[src/rtl/display_scan_ctrl.sv]
// Three-digit 7-segment scan controller: dead-time between digits, frame-aligned
// display updates, leading-zero blanking. Define DISPLAY_SCAN_DIM_EN for PWM dimming.
module display_scan_ctrl #(
  parameter int unsigned SCAN_DIV  = 1000,
  parameter int unsigned BLANK_CYC = 16
) (
  input  logic       clk,
  input  logic       rst,
  input  logic [6:0] seg1_in,
  input  logic [6:0] seg2_in,
  input  logic [6:0] seg3_in,
  input  logic       upd_valid,
  output logic       upd_ready,
  input  logic       lzb_en,
`ifdef DISPLAY_SCAN_DIM_EN
  input  logic [3:0] dim,
`endif
  output logic [2:0] transistor,
  output logic [6:0] d7sp,
  output logic       frame_tick,
  output logic [1:0] cur_digit
);

  localparam int unsigned CW   = (SCAN_DIV > 1) ? $clog2(SCAN_DIV) : 1;
  localparam logic [6:0]  ZERO = 7'b0000001;
  localparam logic [6:0]  OFF  = 7'h7F;

  typedef enum logic {ST_BLANK, ST_SHOW} state_t;

  state_t          state_q, state_d;
  logic [CW-1:0]   off_q, off_d;
  logic [1:0]      slot_q, slot_d;
  logic [2:0][6:0] disp_q, disp_d;
  logic [2:0][6:0] pend_q, pend_d;
  logic            pend_full_q, pend_full_d;
  logic [2:0]      transistor_q, transistor_d;
  logic [6:0]      d7sp_q, d7sp_d;
  logic            frame_tick_q, frame_tick_d;
  logic            boundary, in_blank, suppress, lit;

  always_comb begin
    off_d        = off_q + 1'b1;
    slot_d       = slot_q;
    disp_d       = disp_q;
    pend_d       = pend_q;
    pend_full_d  = pend_full_q;
    transistor_d = 3'b111;
    d7sp_d       = OFF;

    if (off_q == CW'(SCAN_DIV - 1)) begin
      off_d  = '0;
      slot_d = (slot_q == 2'd2) ? 2'd0 : slot_q + 2'd1;
    end
    boundary     = (off_d == '0) && (slot_d == 2'd0);
    frame_tick_d = boundary;

    // A full buffer blocks new captures, so load and capture never collide.
    if (boundary && pend_full_q) begin
      disp_d      = pend_q;
      pend_full_d = 1'b0;
    end else if (upd_valid && !pend_full_q) begin
      pend_d      = {seg3_in, seg2_in, seg1_in};
      pend_full_d = 1'b1;
    end

    in_blank = 32'(off_d) < BLANK_CYC;
    suppress = lzb_en && (((slot_d == 2'd2) && (disp_d[2] == ZERO)) ||
                          ((slot_d == 2'd1) && (disp_d[2] == ZERO) && (disp_d[1] == ZERO)));
`ifdef DISPLAY_SCAN_DIM_EN
    lit = ((32'(off_d) - BLANK_CYC) * 32'd16) < ((SCAN_DIV - BLANK_CYC) * (32'(dim) + 32'd1));
`else
    lit = 1'b1;
`endif

    state_d = (in_blank || suppress || !lit) ? ST_BLANK : ST_SHOW;
    if (state_d == ST_SHOW) begin
      case (slot_d)
        2'd0:    begin transistor_d = 3'b110; d7sp_d = disp_d[0]; end
        2'd1:    begin transistor_d = 3'b101; d7sp_d = disp_d[1]; end
        2'd2:    begin transistor_d = 3'b011; d7sp_d = disp_d[2]; end
        default: begin transistor_d = 3'b111; d7sp_d = OFF; end
      endcase
    end
  end

  always_ff @(posedge clk or negedge rst) begin
    if (!rst) begin
      state_q      <= ST_BLANK;
      off_q        <= '0;
      slot_q       <= '0;
      disp_q       <= {ZERO, ZERO, ZERO};
      pend_q       <= {ZERO, ZERO, ZERO};
      pend_full_q  <= 1'b0;
      transistor_q <= 3'b111;
      d7sp_q       <= OFF;
      frame_tick_q <= 1'b0;
    end else begin
      state_q      <= state_d;
      off_q        <= off_d;
      slot_q       <= slot_d;
      disp_q       <= disp_d;
      pend_q       <= pend_d;
      pend_full_q  <= pend_full_d;
      transistor_q <= transistor_d;
      d7sp_q       <= d7sp_d;
      frame_tick_q <= frame_tick_d;
    end
  end

  // Digit drivers are off exactly when the slot FSM sits in BLANK.
  always_ff @(posedge clk) begin
    if (rst) assert ((state_q == ST_BLANK) == (transistor_q == 3'b111));
  end

  assign transistor = transistor_q;
  assign d7sp       = d7sp_q;
  assign frame_tick = frame_tick_q;
  assign cur_digit  = slot_q;
  assign upd_ready  = !pend_full_q;

endmodule

[config.mk]
export PLATFORM = sky130hd
export DESIGN_NAME = display_scan_ctrl
export DESIGN_NICKNAME = d
export VERILOG_FILES = /design/src/rtl/display_scan_ctrl.sv
export SDC_FILE = /design/constraint.sdc
export NUM_CORES = 1
export LEC_CHECK = 0
export ABC_AREA = 1
export CORE_UTILIZATION = 59
export CTS_CLUSTER_SIZE = 25
export DETAILED_ROUTE_END_ITERATION = 6
export PLACE_DENSITY = 0.85
export SYNTH_ARGS = -nofsm -noshare
export SYNTH_HDL_FRONTEND = slang
export SYNTH_SLANG_ARGS = --single-unit
export TNS_END_PERCENT = 1
[constraint.sdc]
create_clock -name clk -period 3.9 [get_ports clk]
set_clock_uncertainty 0.15 [all_clocks]
set_input_delay 0.39 -clock clk [delete_from_list [all_inputs] [get_ports clk]]
set_output_delay 0.39 -clock clk [all_outputs]
set_load 0.03 [all_outputs]
==> results of run 1 <==
sequential cells by signal (all words and copies together) (netlist names):
| register | count |
|---|---|
| off_q | 10 |
| cur_digit | 2 |
| transistor | 3 |
| d7sp | 7 |
| frame_tick | 1 |
| disp_q | 21 |
| pend_q | 21 |
| pend_full_q | 1 |
per-stage QoR:
stage          instances  util (%)  power, mW  worst slack, ps
2_1_floorplan        362         -      0.757             1570
3_3_place_gp         463      69.7      0.800             1000
3_5_place_dp         463      69.7      0.804              896
4_1_cts              479      72.9       1.29              808
5_1_grt              479      72.9       1.32              503
6_report             479      72.9       1.27              832
synth_stat cells (5+ instances only):
| cell | instances |
|---|---|
| sky130_fd_sc_hd__o21ai_0 | 9 |
| sky130_fd_sc_hd__nand4_1 | 14 |
| sky130_fd_sc_hd__nand3_1 | 21 |
| sky130_fd_sc_hd__dfrtp_1 | 50 |
| sky130_fd_sc_hd__nor2_2 | 5 |
| sky130_fd_sc_hd__a21oi_1 | 17 |
| sky130_fd_sc_hd__o21ai_2 | 7 |
| sky130_fd_sc_hd__nand2_1 | 79 |
| sky130_fd_sc_hd__nor2_1 | 41 |
| sky130_fd_sc_hd__inv_1 | 56 |
| sky130_fd_sc_hd__nand2_2 | 13 |
| sky130_fd_sc_hd__dfstp_2 | 16 |
final cells by class:
class	count	area, sq um
clock buffer	16	160
timing repair buffer	40	390
fill	389	1390
sequential	66	1670
inverter	57	214
multi-input combinational	230	1200
tap	70	87.6
kinds of logic after synthesis:
kind of cell	after synthesis	share of synthesized area [%]
mux	4	1.43
compound gates	39	7.17
fa+ha+maj	1	0.398
flops	66	53.2
simple gates	186	29.1
buf+inv	66	8.65
power by group:
part / internal [mW] / switching, mW
registers: 0.713 / 0.00837
logic: 0.0334 / 0.0360
clock network: 0.250 / 0.229
metal layers:
layer  share of wire, %  track usage (%)
met1                 43             30.7
met2                 51             40.7
met3                4.5             8.03
met4                1.7             10.7
met5                  0                0
path summary, 6_finish.rpt:
kind                                                 to  slack [ps]  cells after the start
worst max register to register  transistor[0]$_DFF_PN1_         830                     15
worst min register to register      disp_q[2]$_DFF_PN0_         320                      2
worst max-delay path            transistor[0]$_DFF_PN1_         830                     15
min in group clk                    disp_q[2]$_DFF_PN0_         320                      2
worst min-delay path                 off_q[2]$_DFF_PN0_          80                      1
max in group asynchronous             d7sp[6]$_DFF_PN1_        2610                      2
==> report_table.html, run 1 <==
<table>
<tr><th>Metric</th><th>Value</th></tr>
<tr><th colspan="2">Worst setup path</th></tr>
<tr><td>WP data arrival</td><td>3190 ps</td></tr>
<tr><td>Cell-by-cell listing of the critical path</td><td>ha_1 &gt; nand2_2 &gt; nor2_4 &gt; nand3_4 &gt; nand3_1 &gt; nand2_2 &gt; nor2_4 &gt; nand4_4 &gt; nand2_1 &gt; o21ai_2 &gt; nor2_1 &gt; nand2_1 &gt; nor2_4 &gt; nand2_4 &gt; nand3_1</td></tr>
<tr><td>Crit. Startpoint</td><td>off_q[0]$_DFF_PN0_</td></tr>
<tr><td>Biggest cell delay along the critical path</td><td>470 ps</td></tr>
<tr><td>CP Capture Type</td><td>flip-flop</td></tr>
<tr><td>CP Class</td><td>reg2reg</td></tr>
<tr><td>Critical R2R Launch</td><td>off_q[0]$_DFF_PN0_</td></tr>
<tr><td>Category of the worst setup path launch point</td><td>flip-flop</td></tr>
<tr><td>Critical path buffers and inverters</td><td>0</td></tr>
<tr><td>Peak fanout along the critical path</td><td>33</td></tr>
<tr><td>Cell with the biggest individual delay on the critical path</td><td>sky130_fd_sc_hd__nand4_4</td></tr>
<tr><td>Cell repeated most along the worst path</td><td>sky130_fd_sc_hd__nor2_4</td></tr>
<tr><td>Required @ worst endpoint</td><td>4020 ps</td></tr>
<tr><td>Worst path top cell family by delay</td><td>simple AND/OR/NAND/NOR gates</td></tr>
<tr><th colspan="2">Yosys</th></tr>
<tr><td>Sequential-to-total area share from yosys stat</td><td>53.2%</td></tr>
<tr><td>Average footprint of a synthesized cell</td><td>8.68 sq um</td></tr>
<tr><td>Post-synth top flop</td><td>sky130_fd_sc_hd__dfrtp_1</td></tr>
<tr><td>Number of synthesized register bits</td><td>66</td></tr>
<tr><td>Post-Syn Area</td><td>3140 sq um</td></tr>
<tr><td>Number of distinct standard cells referenced by the synthesized netlist</td><td>30</td></tr>
<tr><td>Yosys warning count</td><td>0</td></tr>
<tr><td>Number of nets produced by synthesis</td><td>388</td></tr>
<tr><td>Cells taking the most area after synthesis</td><td>sky130_fd_sc_hd__dfrtp_1 40%, sky130_fd_sc_hd__dfstp_2 13%, sky130_fd_sc_hd__nand2_1 9.4%, sky130_fd_sc_hd__inv_1 6.7%, sky130_fd_sc_hd__nor2_1 4.9%</td></tr>
<tr><td>Number of synthesized flops with an enable pin</td><td>0</td></tr>
<tr><td>Area share of the largest cell type after synthesis</td><td>39.8%</td></tr>
<tr><td>Cell type contributing the most total cell area after synthesis</td><td>sky130_fd_sc_hd__dfrtp_1</td></tr>
<tr><td>Proportion of synthesized flip-flops having asynchronous set or reset</td><td>100%</td></tr>
<tr><td>Synthesized instance count</td><td>362</td></tr>
<tr><th colspan="2">Detailed routing</th></tr>
<tr><td>Detailed Routing Iterations Pass 1</td><td>4</td></tr>
<tr><td>Count of antenna-violating nets left after detailed routing</td><td>0</td></tr>
<tr><td>Total via count after detailed routing</td><td>2,462</td></tr>
<tr><td>Detailed Route Iter0 Violations</td><td>107</td></tr>
<tr><td>Total length of routed wires</td><td>5980 microns</td></tr>
<tr><td>Mean number of vias per cell</td><td>5.14</td></tr>
<tr><td>Wire length per cell</td><td>12.5 microns</td></tr>
<tr><td>Remaining DRCs</td><td>0</td></tr>
<tr><th colspan="2">Cells and area</th></tr>
<tr><td>Most common cell after layout, fill and taps aside</td><td>sky130_fd_sc_hd__nand2_1</td></tr>
<tr><td>Top library cells by usage in the layout, fill and taps aside</td><td>79 x sky130_fd_sc_hd__nand2_1, 56 x sky130_fd_sc_hd__inv_1, 50 x sky130_fd_sc_hd__dfrtp_1</td></tr>
<tr><td>Layout cells sized above 1</td><td>17.1%</td></tr>
<tr><td>Post-route design area</td><td>3720 sq um</td></tr>
<tr><td>Net count, final</td><td>430</td></tr>
<tr><td>Relative area change from synthesis to final layout</td><td>18.5%</td></tr>
<tr><td># diodes</td><td>0</td></tr>
<tr><th colspan="2">CTS</th></tr>
<tr><td>Number of setup buffers added after CTS</td><td>0</td></tr>
<tr><td>Clock tree from TritonCTS</td><td>yes</td></tr>
<tr><td>Number of buffers on the longest clock path</td><td>2</td></tr>
<tr><td>Clock slew at the register clock pins of the worst setup and hold paths</td><td>70 ps</td></tr>
<tr><td>Inserted Clock Buffers</td><td>9</td></tr>
<tr><td>Library cell used as clock root buffer</td><td>sky130_fd_sc_hd__clkbuf_8</td></tr>
<tr><td>CTS sink cnt</td><td>66</td></tr>
<tr><td>Post-cts resize count</td><td>0</td></tr>
<tr><td>Clock insertion delay at the later pin of the skew report</td><td>350 ps</td></tr>
<tr><td>Clock H-tree levels</td><td>3</td></tr>
<tr><td>Cts-stage hold buffer count</td><td>0</td></tr>
<tr><th colspan="2">Timing</th></tr>
<tr><td>Final number of max-transition violations</td><td>0</td></tr>
<tr><td>Final critical delay including setup and external delays</td><td>3070 ps</td></tr>
<tr><td>Share of the clock period used by the worst path after layout</td><td>78.7%</td></tr>
<tr><td>Count of endpoints failing setup in the final report</td><td>0</td></tr>
<tr><td>Endpoints failing hold</td><td>0</td></tr>
<tr><td>Setup tns final</td><td>0 ps</td></tr>
<tr><td>Slew HR</td><td>28.7%</td></tr>
<tr><td>Unrepaired setup endpoints after global routing</td><td>no</td></tr>
<tr><td>Pin slew with the least headroom to its limit</td><td>1070 ps</td></tr>
<tr><td>Final Hold Slack</td><td>81.2 ps</td></tr>
<tr><td>Max frequency</td><td>326 MHz</td></tr>
<tr><th colspan="2">Die</th></tr>
<tr><td>Std-Cell Rows</td><td>26</td></tr>
<tr><td>DIE AREA</td><td>5620 sq um</td></tr>
<tr><td>Placeable core region</td><td>5110 sq um</td></tr>
<tr><td>Initial core utilization</td><td>61.5%</td></tr>
<tr><td>Overall die width</td><td>75.0 microns</td></tr>
<tr><td>Die height</td><td>75.0 microns</td></tr>
<tr><td>Ports placed on the boundary</td><td>39</td></tr>
<tr><th colspan="2">Global routing</th></tr>
<tr><td>Pin count of the biggest net entering global routing</td><td>52</td></tr>
<tr><td>Global-route wire length before repair</td><td>10,300 microns</td></tr>
<tr><td>Antenna violations before repair</td><td>0</td></tr>
<tr><td>GRT Resource Usage Total</td><td>25.0%</td></tr>
<tr><td>Number of global-route vias before repair</td><td>2,326</td></tr>
<tr><td>Leftover overflow at the end of global routing</td><td>0</td></tr>
<tr><th colspan="2">Place</th></tr>
<tr><td>Final estimated routing congestion in global placement</td><td>0.929</td></tr>
<tr><td>HPWL after detailed placement</td><td>4360 microns</td></tr>
<tr><td>Cell Area, Placed</td><td>3560 sq um</td></tr>
<tr><td>Port buffer count</td><td>38</td></tr>
<tr><th colspan="2">Hold path</th></tr>
<tr><td>Hold crit path type</td><td>in2async</td></tr>
<tr><th colspan="2">Pwr</th></tr>
<tr><td>IR drop worst, VDD</td><td>0.261 mV</td></tr>
<tr><td>Total power divided by cell area</td><td>341 nW/um^2</td></tr>
<tr><td>Leakage Power</td><td>1.92 nW</td></tr>
<tr><th colspan="2">Status</th></tr>
<tr><td>Run status</td><td>finished, final reports clean</td></tr>
<tr><th colspan="2">Flow run</th></tr>
<tr><td>Max-cap violations</td><td>0</td></tr>
</table>
No activity file was read; power rests on OpenSTA's default activity.
==> run 2, diff against run 1 <==
- CORE_UTILIZATION: 59 -> 55
- PLACE_DENSITY: 0.85 -> 0.8
- clock period: 3.9 -> 3.1 ns (I/O delays scaled with it)
==> run 2 against run 1 <==
Compared with the run above:
- final cell count increased by 1.5%
- global-route usage decreased by 1.3 points
- critical path type unchanged
- sequential share of layout area decreased by 1.2 points
- wire length increased by 4.0%
- clock power increased by 65%
- largest cell class unchanged
- worst setup slack got worse by 530 ps
- worst hold slack improved by 210 ps
- register-to-register slack got worse by 530 ps
- flip-flop and latch count unchanged
- utilization decreased by 3.4 points
==> report_table.html, run 2 (same netlist as run 1, synthesis figures left out) <==
<table>
<tr><th>Metric</th><th>Value</th></tr>
<tr><th colspan="2">Status</th></tr>
<tr><td>Run status</td><td>finished, final reports clean</td></tr>
<tr><th colspan="2">CTS</th></tr>
<tr><td>Inserted Clock Buffers</td><td>9</td></tr>
<tr><td>Cts-stage hold buffer count</td><td>1</td></tr>
<tr><td>Clock slew at the register clock pins of the worst setup and hold paths</td><td>70 ps</td></tr>
<tr><td>Number of buffers on the longest clock path</td><td>2</td></tr>
<tr><td>Library cell used as clock root buffer</td><td>sky130_fd_sc_hd__clkbuf_8</td></tr>
<tr><td>Post-cts resize count</td><td>0</td></tr>
<tr><td>Clock H-tree levels</td><td>3</td></tr>
<tr><td>Number of setup buffers added after CTS</td><td>0</td></tr>
<tr><td>Clock insertion delay at the later pin of the skew report</td><td>340 ps</td></tr>
<tr><td>CTS sink cnt</td><td>66</td></tr>
<tr><td>Clock tree from TritonCTS</td><td>yes</td></tr>
<tr><th colspan="2">Detailed routing</th></tr>
<tr><td>Total via count after detailed routing</td><td>2,491</td></tr>
<tr><td>Total length of routed wires</td><td>6220 microns</td></tr>
<tr><td>Wire length per cell</td><td>12.8 microns</td></tr>
<tr><td>Count of antenna-violating nets left after detailed routing</td><td>0</td></tr>
<tr><td>Detailed Routing Iterations Pass 1</td><td>4</td></tr>
<tr><td>Mean number of vias per cell</td><td>5.13</td></tr>
<tr><td>Remaining DRCs</td><td>0</td></tr>
<tr><td>Detailed Route Iter0 Violations</td><td>170</td></tr>
<tr><th colspan="2">Worst setup path</th></tr>
<tr><td>CP Capture Type</td><td>flip-flop</td></tr>
<tr><td>Worst path top cell family by delay</td><td>simple AND/OR/NAND/NOR gates</td></tr>
<tr><td>Cell repeated most along the worst path</td><td>sky130_fd_sc_hd__nand2_1</td></tr>
<tr><td>Biggest cell delay along the critical path</td><td>390 ps</td></tr>
<tr><td>Cell-by-cell listing of the critical path</td><td>ha_1 &gt; nand2_2 &gt; nor2_4 &gt; nand3_4 &gt; nand3_1 &gt; nand2_2 &gt; nor2_4 &gt; nand4_4 &gt; nand2_1 &gt; nand2_1 &gt; nand2_1 &gt; nor2_1 &gt; nand2_1 &gt; nand2_1 &gt; nand2_4 &gt; nand3_1</td></tr>
<tr><td>CP Class</td><td>reg2reg</td></tr>
<tr><td>Category of the worst setup path launch point</td><td>flip-flop</td></tr>
<tr><td>Worst R2R Path Depth</td><td>16</td></tr>
<tr><td>Logic depth of the worst setup path including buffers</td><td>16</td></tr>
<tr><td>Required @ worst endpoint</td><td>3190 ps</td></tr>
<tr><td>WP data arrival</td><td>2890 ps</td></tr>
<tr><td>Critical path buffers and inverters</td><td>0</td></tr>
<tr><td>Cell with the biggest individual delay on the critical path</td><td>sky130_fd_sc_hd__dfrtp_1</td></tr>
<tr><td>Peak fanout along the critical path</td><td>25</td></tr>
<tr><th colspan="2">Pwr</th></tr>
<tr><td>IR drop worst, VDD</td><td>0.299 mV</td></tr>
<tr><td>Switching Share</td><td>20.9%</td></tr>
<tr><td>Fraction of power consumed by combinational cells</td><td>5.0%</td></tr>
<tr><td>Leakage Power</td><td>1.98 nW</td></tr>
<tr><td>Total power divided by cell area</td><td>467 nW/um^2</td></tr>
<tr><td>Relative contribution of sequential cells to total power</td><td>50.8%</td></tr>
<tr><td>Design internal power</td><td>1.41 mW</td></tr>
<tr><td>Net switching power figure</td><td>374 uW</td></tr>
<tr><td>Clock share of power</td><td>44.2%</td></tr>
<tr><th colspan="2">Flow run</th></tr>
<tr><td>Max-cap violations</td><td>0</td></tr>
<tr><th colspan="2">Die</th></tr>
<tr><td>Overall die width</td><td>77.6 microns</td></tr>
<tr><td>Std-Cell Rows</td><td>27</td></tr>
<tr><td>Placeable core region</td><td>5510 sq um</td></tr>
<tr><td>Die height</td><td>77.6 microns</td></tr>
<tr><td>Ports placed on the boundary</td><td>39</td></tr>
<tr><td>Initial core utilization</td><td>57.0%</td></tr>
<tr><td>DIE AREA</td><td>6020 sq um</td></tr>
<tr><th colspan="2">Cells and area</th></tr>
<tr><td>Non-Filler Instances</td><td>486</td></tr>
<tr><td># diodes</td><td>0</td></tr>
<tr><td>Net count, final</td><td>435</td></tr>
<tr><td>Leading registers by flop count</td><td>disp_q: 21 flops, pend_q: 21 flops, off_q: 10 flops</td></tr>
<tr><td>Layout cells sized above 1</td><td>19.1%</td></tr>
<tr><td>Relative area change from synthesis to final layout</td><td>21.7%</td></tr>
<tr><td>Top library cells by usage in the layout, fill and taps aside</td><td>79 x sky130_fd_sc_hd__nand2_1, 56 x sky130_fd_sc_hd__inv_1, 50 x sky130_fd_sc_hd__dfrtp_1</td></tr>
<tr><td>Most common cell after layout, fill and taps aside</td><td>sky130_fd_sc_hd__nand2_1</td></tr>
<tr><td>Filler Cell Count</td><td>422</td></tr>
<tr><th colspan="2">Timing</th></tr>
<tr><td>Share of the clock period used by the worst path after layout</td><td>90.2%</td></tr>
<tr><td>Setup tns final</td><td>0 ps</td></tr>
<tr><td>Endpoints failing hold</td><td>0</td></tr>
<tr><td>Count of endpoints failing setup in the final report</td><td>0</td></tr>
<tr><td>Slew HR</td><td>61.1%</td></tr>
<tr><td>Max frequency</td><td>358 MHz</td></tr>
<tr><td>Pin slew with the least headroom to its limit</td><td>583 ps</td></tr>
<tr><td>Final number of max-transition violations</td><td>0</td></tr>
<tr><td>Unrepaired setup endpoints after global routing</td><td>no</td></tr>
<tr><td>Final critical delay including setup and external delays</td><td>2800 ps</td></tr>
<tr><th colspan="2">Place</th></tr>
<tr><td>Final estimated routing congestion in global placement</td><td>0.880</td></tr>
<tr><td>Port buffer count</td><td>38</td></tr>
<tr><td>Instance count after placement with tap cells included</td><td>469</td></tr>
<tr><td>HPWL after detailed placement</td><td>4610 microns</td></tr>
<tr><th colspan="2">Global routing</th></tr>
<tr><td>Global-route wire length before repair</td><td>10,900 microns</td></tr>
<tr><td>GRT Resource Usage Total</td><td>23.7%</td></tr>
<tr><td>Pin count of the biggest net entering global routing</td><td>26</td></tr>
<tr><td>Leftover overflow at the end of global routing</td><td>0</td></tr>
<tr><td>Antenna violations before repair</td><td>0</td></tr>
<tr><td>Number of global-route vias before repair</td><td>2,345</td></tr>
<tr><th colspan="2">Hold path</th></tr>
<tr><td>Hold crit path type</td><td>in2async</td></tr>
</table>
run 2: cell types whose count changed in the layout (fill, tap and decap cells not counted), sizes merged:
cell         before  now
bufinv            0    2
clkinvlp          0    1
clkinv            0    2
buf               3    7
dlygate4sd3       0    1
clkbuf           16   11
run 2: area by class of cell:
class                      instances  area, sq um  area share (%)
sequential                        66         1670            43.7
clock inverter                     5         77.6            2.03
inverter                          57          214            5.60
multi-input combinational        230         1200            31.3
tap                               72         90.1            2.36
clock buffer                      11          141            3.70
timing repair buffer              45          430            11.3
run 2: final timing paths:
path                            slack, ps                start                     to
worst min-delay path                  290                  rst  pend_q[2]$_DFFE_PN0P_
min in group clk                      330  disp_q[2]$_DFF_PN0_    disp_q[2]$_DFF_PN0_
max in group asynchronous            1780                  rst  pend_q[0]$_DFFE_PN1P_
worst max-delay path                  300   off_q[0]$_DFF_PN0_      d7sp[2]$_DFF_PN1_
worst min register to register        330  disp_q[2]$_DFF_PN0_    disp_q[2]$_DFF_PN0_
worst max register to register        300   off_q[0]$_DFF_PN0_      d7sp[2]$_DFF_PN1_
run 2: power groups by stage:
stage                     registers (mW)  logic [mW]  clock network [mW]
after floorplan                    0.919      0.0333                   0
after global placement             0.922      0.0869                   0
after detailed placement           0.923      0.0914                   0
after CTS                          0.908      0.0928               0.804
after global routing               0.910       0.103               0.844
final                              0.907      0.0900               0.789
run 2: worst reg2reg max path: cells and delay by family (launching register included):
kind                     cells  cell delay (ps)
AND/OR/NAND/NOR             15             1950
flip-flops                   1              390
adder cells (fa/ha/maj)      1              220
run 2: stage by stage:
stage | util (%) | hold WS [ps] | setup WS, ps | instance area [sq um] | total power, mW
final | 69.4 | 293 | 305 | 3820 | 1.79
after global routing | 69.4 | 320 | 52.4 | 3820 | 1.86
after CTS | 69.4 | 307 | 324 | 3820 | 1.80
after detailed placement | 65.3 | 130 | 353 | 3590 | 1.01
after global placement | 65.3 | 126 | 416 | 3590 | 1.01
after floorplan | - | -136 | 771 | 3140 | 0.952
run 2: layer usage:
| metal | wire length (microns) | GRT usage, % |
|---|---|---|
| met5 | 0 | 0 |
| met4 | 163 | 12.6 |
| met3 | 282 | 4.00 |
| met2 | 3050 | 37.8 |
| met1 | 2720 | 31.0 |
==> run 3, diff against run 2 <==
- RECOVER_POWER: unset -> 50
==> run 3 against run 2 <==
Compared with the run above:
- first-iteration DRC count shrank 6.5%
- worst hold slack better by 38 ps
- clock-buffer cell count unchanged
- largest cell class unchanged
- largest power group unchanged
==> report_table.html, run 3 (same netlist as run 1, synthesis figures left out) <==
<table>
<tr><th>Metric</th><th>Value</th></tr>
<tr><th colspan="2">Timing</th></tr>
<tr><td>Final Hold Slack</td><td>331 ps</td></tr>
<tr><td>Pin slew with the least headroom to its limit</td><td>1290 ps</td></tr>
<tr><td>Count of endpoints failing setup in the final report</td><td>0</td></tr>
<tr><td>Unrepaired setup endpoints after global routing</td><td>no</td></tr>
<tr><td>Slew HR</td><td>13.9%</td></tr>
<tr><td>Setup tns final</td><td>0 ps</td></tr>
<tr><td>Worst Slack Setup Final</td><td>310 ps</td></tr>
<tr><td>Final critical delay including setup and external delays</td><td>2790 ps</td></tr>
<tr><td>Share of the clock period used by the worst path after layout</td><td>90.0%</td></tr>
<tr><td>Endpoints failing hold</td><td>0</td></tr>
<tr><td>Max frequency</td><td>358 MHz</td></tr>
<tr><td>Final number of max-transition violations</td><td>0</td></tr>
<tr><th colspan="2">Pwr</th></tr>
<tr><td>Leakage Power</td><td>1.97 nW</td></tr>
<tr><td>Total power divided by cell area</td><td>468 nW/um^2</td></tr>
<tr><td>IR drop worst, VDD</td><td>0.299 mV</td></tr>
<tr><td>Pwr Total</td><td>1.79 mW</td></tr>
<tr><th colspan="2">CTS</th></tr>
<tr><td>Number of buffers on the longest clock path</td><td>2</td></tr>
<tr><td>Clock tree from TritonCTS</td><td>yes</td></tr>
<tr><td>CTS sink cnt</td><td>66</td></tr>
<tr><td>Clock H-tree levels</td><td>3</td></tr>
<tr><td>Inserted Clock Buffers</td><td>9</td></tr>
<tr><td>Clock slew at the register clock pins of the worst setup and hold paths</td><td>70 ps</td></tr>
<tr><td>Clock insertion delay at the later pin of the skew report</td><td>340 ps</td></tr>
<tr><td>Number of setup buffers added after CTS</td><td>0</td></tr>
<tr><td>Library cell used as clock root buffer</td><td>sky130_fd_sc_hd__clkbuf_8</td></tr>
<tr><th colspan="2">Worst setup path</th></tr>
<tr><td>Peak fanout along the critical path</td><td>25</td></tr>
<tr><td>Cell-by-cell listing of the critical path</td><td>ha_1 &gt; nand2_2 &gt; nor2_4 &gt; nand3_4 &gt; nand3_1 &gt; nand2_2 &gt; nor2_4 &gt; nand4_4 &gt; nand2_1 &gt; nand2_1 &gt; nand2_1 &gt; nor2_1 &gt; nand2_1 &gt; nand2_1 &gt; nand2_4 &gt; nand3_1</td></tr>
<tr><td>Slack of the worst reg-to-reg path</td><td>310 ps</td></tr>
<tr><td>Category of the worst setup path launch point</td><td>flip-flop</td></tr>
<tr><td>Worst R2R Path Depth</td><td>16</td></tr>
<tr><td>Worst path top cell family by delay</td><td>simple AND/OR/NAND/NOR gates</td></tr>
<tr><td>CP Capture Type</td><td>flip-flop</td></tr>
<tr><td>Biggest cell delay along the critical path</td><td>390 ps</td></tr>
<tr><td>Critical R2R Launch</td><td>off_q[0]$_DFF_PN0_</td></tr>
<tr><td>Cell with the biggest individual delay on the critical path</td><td>sky130_fd_sc_hd__dfrtp_1</td></tr>
<tr><td>CP Class</td><td>reg2reg</td></tr>
<tr><td>Critical path buffers and inverters</td><td>0</td></tr>
<tr><td>WP data arrival</td><td>2880 ps</td></tr>
<tr><td>Cell repeated most along the worst path</td><td>sky130_fd_sc_hd__nand2_1</td></tr>
<tr><td>Critical register-to-register path endpoint</td><td>d7sp[2]$_DFF_PN1_</td></tr>
<tr><td>Required @ worst endpoint</td><td>3190 ps</td></tr>
<tr><th colspan="2">Detailed routing</th></tr>
<tr><td>Detailed Route Iter0 Violations</td><td>159</td></tr>
<tr><td>Detailed Routing Iterations Pass 1</td><td>4</td></tr>
<tr><td>Count of antenna-violating nets left after detailed routing</td><td>0</td></tr>
<tr><td>Total length of routed wires</td><td>6230 microns</td></tr>
<tr><td>Wire length per cell</td><td>12.8 microns</td></tr>
<tr><td>Mean number of vias per cell</td><td>5.12</td></tr>
<tr><td>Total via count after detailed routing</td><td>2,487</td></tr>
<tr><td>Remaining DRCs</td><td>0</td></tr>
<tr><th colspan="2">Place</th></tr>
<tr><td>Final estimated routing congestion in global placement</td><td>0.880</td></tr>
<tr><td>HPWL after detailed placement</td><td>4610 microns</td></tr>
<tr><td>Port buffer count</td><td>38</td></tr>
<tr><td>Cell Area, Placed</td><td>3590 sq um</td></tr>
<tr><td>Instance count after placement with tap cells included</td><td>469</td></tr>
<tr><td>Worst setup slack before clock tree synthesis</td><td>353 ps</td></tr>
<tr><th colspan="2">Die</th></tr>
<tr><td>Placeable core region</td><td>5510 sq um</td></tr>
<tr><td>Initial core utilization</td><td>57.0%</td></tr>
<tr><td>Ports placed on the boundary</td><td>39</td></tr>
<tr><td>Die height</td><td>77.6 microns</td></tr>
<tr><td>Std-Cell Rows</td><td>27</td></tr>
<tr><td>DIE AREA</td><td>6020 sq um</td></tr>
<tr><td>Overall die width</td><td>77.6 microns</td></tr>
<tr><th colspan="2">Global routing</th></tr>
<tr><td>Pin count of the biggest net entering global routing</td><td>26</td></tr>
<tr><td>GRT Resource Usage Total</td><td>23.7%</td></tr>
<tr><td>Number of global-route vias before repair</td><td>2,345</td></tr>
<tr><td>Antenna violations before repair</td><td>0</td></tr>
<tr><td>Leftover overflow at the end of global routing</td><td>0</td></tr>
<tr><td>Global-route wire length before repair</td><td>10,900 microns</td></tr>
<tr><th colspan="2">Status</th></tr>
<tr><td>Run status</td><td>finished, final reports clean</td></tr>
<tr><th colspan="2">Cells and area</th></tr>
<tr><td>Non-Filler Instances</td><td>486</td></tr>
<tr><td>Top library cells by usage in the layout, fill and taps aside</td><td>79 x sky130_fd_sc_hd__nand2_1, 56 x sky130_fd_sc_hd__inv_1, 50 x sky130_fd_sc_hd__dfrtp_1</td></tr>
<tr><td># diodes</td><td>0</td></tr>
<tr><td>Most common cell after layout, fill and taps aside</td><td>sky130_fd_sc_hd__nand2_1</td></tr>
<tr><td>Net count, final</td><td>435</td></tr>
<tr><td>Post-route design area</td><td>3810 sq um</td></tr>
<tr><td>Post-Route Utilization</td><td>69.3%</td></tr>
<tr><td>Leading registers by flop count</td><td>disp_q: 21 flops, pend_q: 21 flops, off_q: 10 flops</td></tr>
<tr><td>Layout cells sized above 1</td><td>18.4%</td></tr>
<tr><td>Filler Cell Count</td><td>427</td></tr>
<tr><td>Relative area change from synthesis to final layout</td><td>21.4%</td></tr>
<tr><th colspan="2">Hold path</th></tr>
<tr><td>Hold crit path type</td><td>reg2reg</td></tr>
<tr><td>WHS Endpoint</td><td>disp_q[2]$_DFF_PN0_</td></tr>
<tr><td>Startpoint of the most critical hold path</td><td>disp_q[2]$_DFF_PN0_</td></tr>
<tr><td>Depth of the worst hold-timing path</td><td>2</td></tr>
<tr><th colspan="2">Flow run</th></tr>
<tr><td>Max-cap violations</td><td>0</td></tr>
</table>
-- run 3: worst min-delay path, stage by stage (launching register included) --
cell	delay [ps]
sky130_fd_sc_hd__dfrtp_1	320
sky130_fd_sc_hd__nand2_1	60
sky130_fd_sc_hd__o21ai_2	70
-- run 3: worst max-delay path by stage --
stage	startpoint	to	slack, ps	cells past startpoint
after global routing	off_q[0]$_DFF_PN0_	d7sp[4]$_DFF_PN1_	50	16
after floorplan	off_q[0]$_DFF_PN0_	transistor[0]$_DFF_PN1_	770	16
after detailed placement	off_q[0]$_DFF_PN0_	d7sp[2]$_DFF_PN1_	350	15
after global placement	off_q[0]$_DFF_PN0_	d7sp[6]$_DFF_PN1_	420	15
final	off_q[0]$_DFF_PN0_	d7sp[2]$_DFF_PN1_	310	16
after CTS	off_q[0]$_DFF_PN0_	transistor[1]$_DFF_PN1_	320	15
-- run 3: cell type report --
class / count / area (sq um) / share of cell area [%]
well taps: 72 / 90.1 / 2.36
multi-input cells: 230 / 1200 / 31.4
inverters: 57 / 214 / 5.61
repair buffers: 45 / 422 / 11.1
flip-flops and latches: 66 / 1670 / 43.8
clock buffers: 11 / 141 / 3.71
clock inverters: 5 / 77.6 / 2.03
-- run 3: layer usage --
metal  vias up  wire length, microns  GRT usage [%]
li1       1225                     -              -
met2        77                  3040           37.8
met3        18                   283           4.00
met1      1167                  2740           31.0
met5         -                     0              0
met4         0                   163           12.6
-- run 3: where the power goes --
part	internal, mW	total (mW)	switching, mW
Clock	0.472	0.790	0.318
Combinational	0.0424	0.0887	0.0463
Sequential	0.897	0.907	0.0104
Total	1.41	1.79	0.375
-- run 3: what timing repair did --
action,4_1_cts,5_1_grt
setup endpoints to repair,0,0
hold buffers,1,0
resized for setup,0,0
hold endpoints to repair,11,0
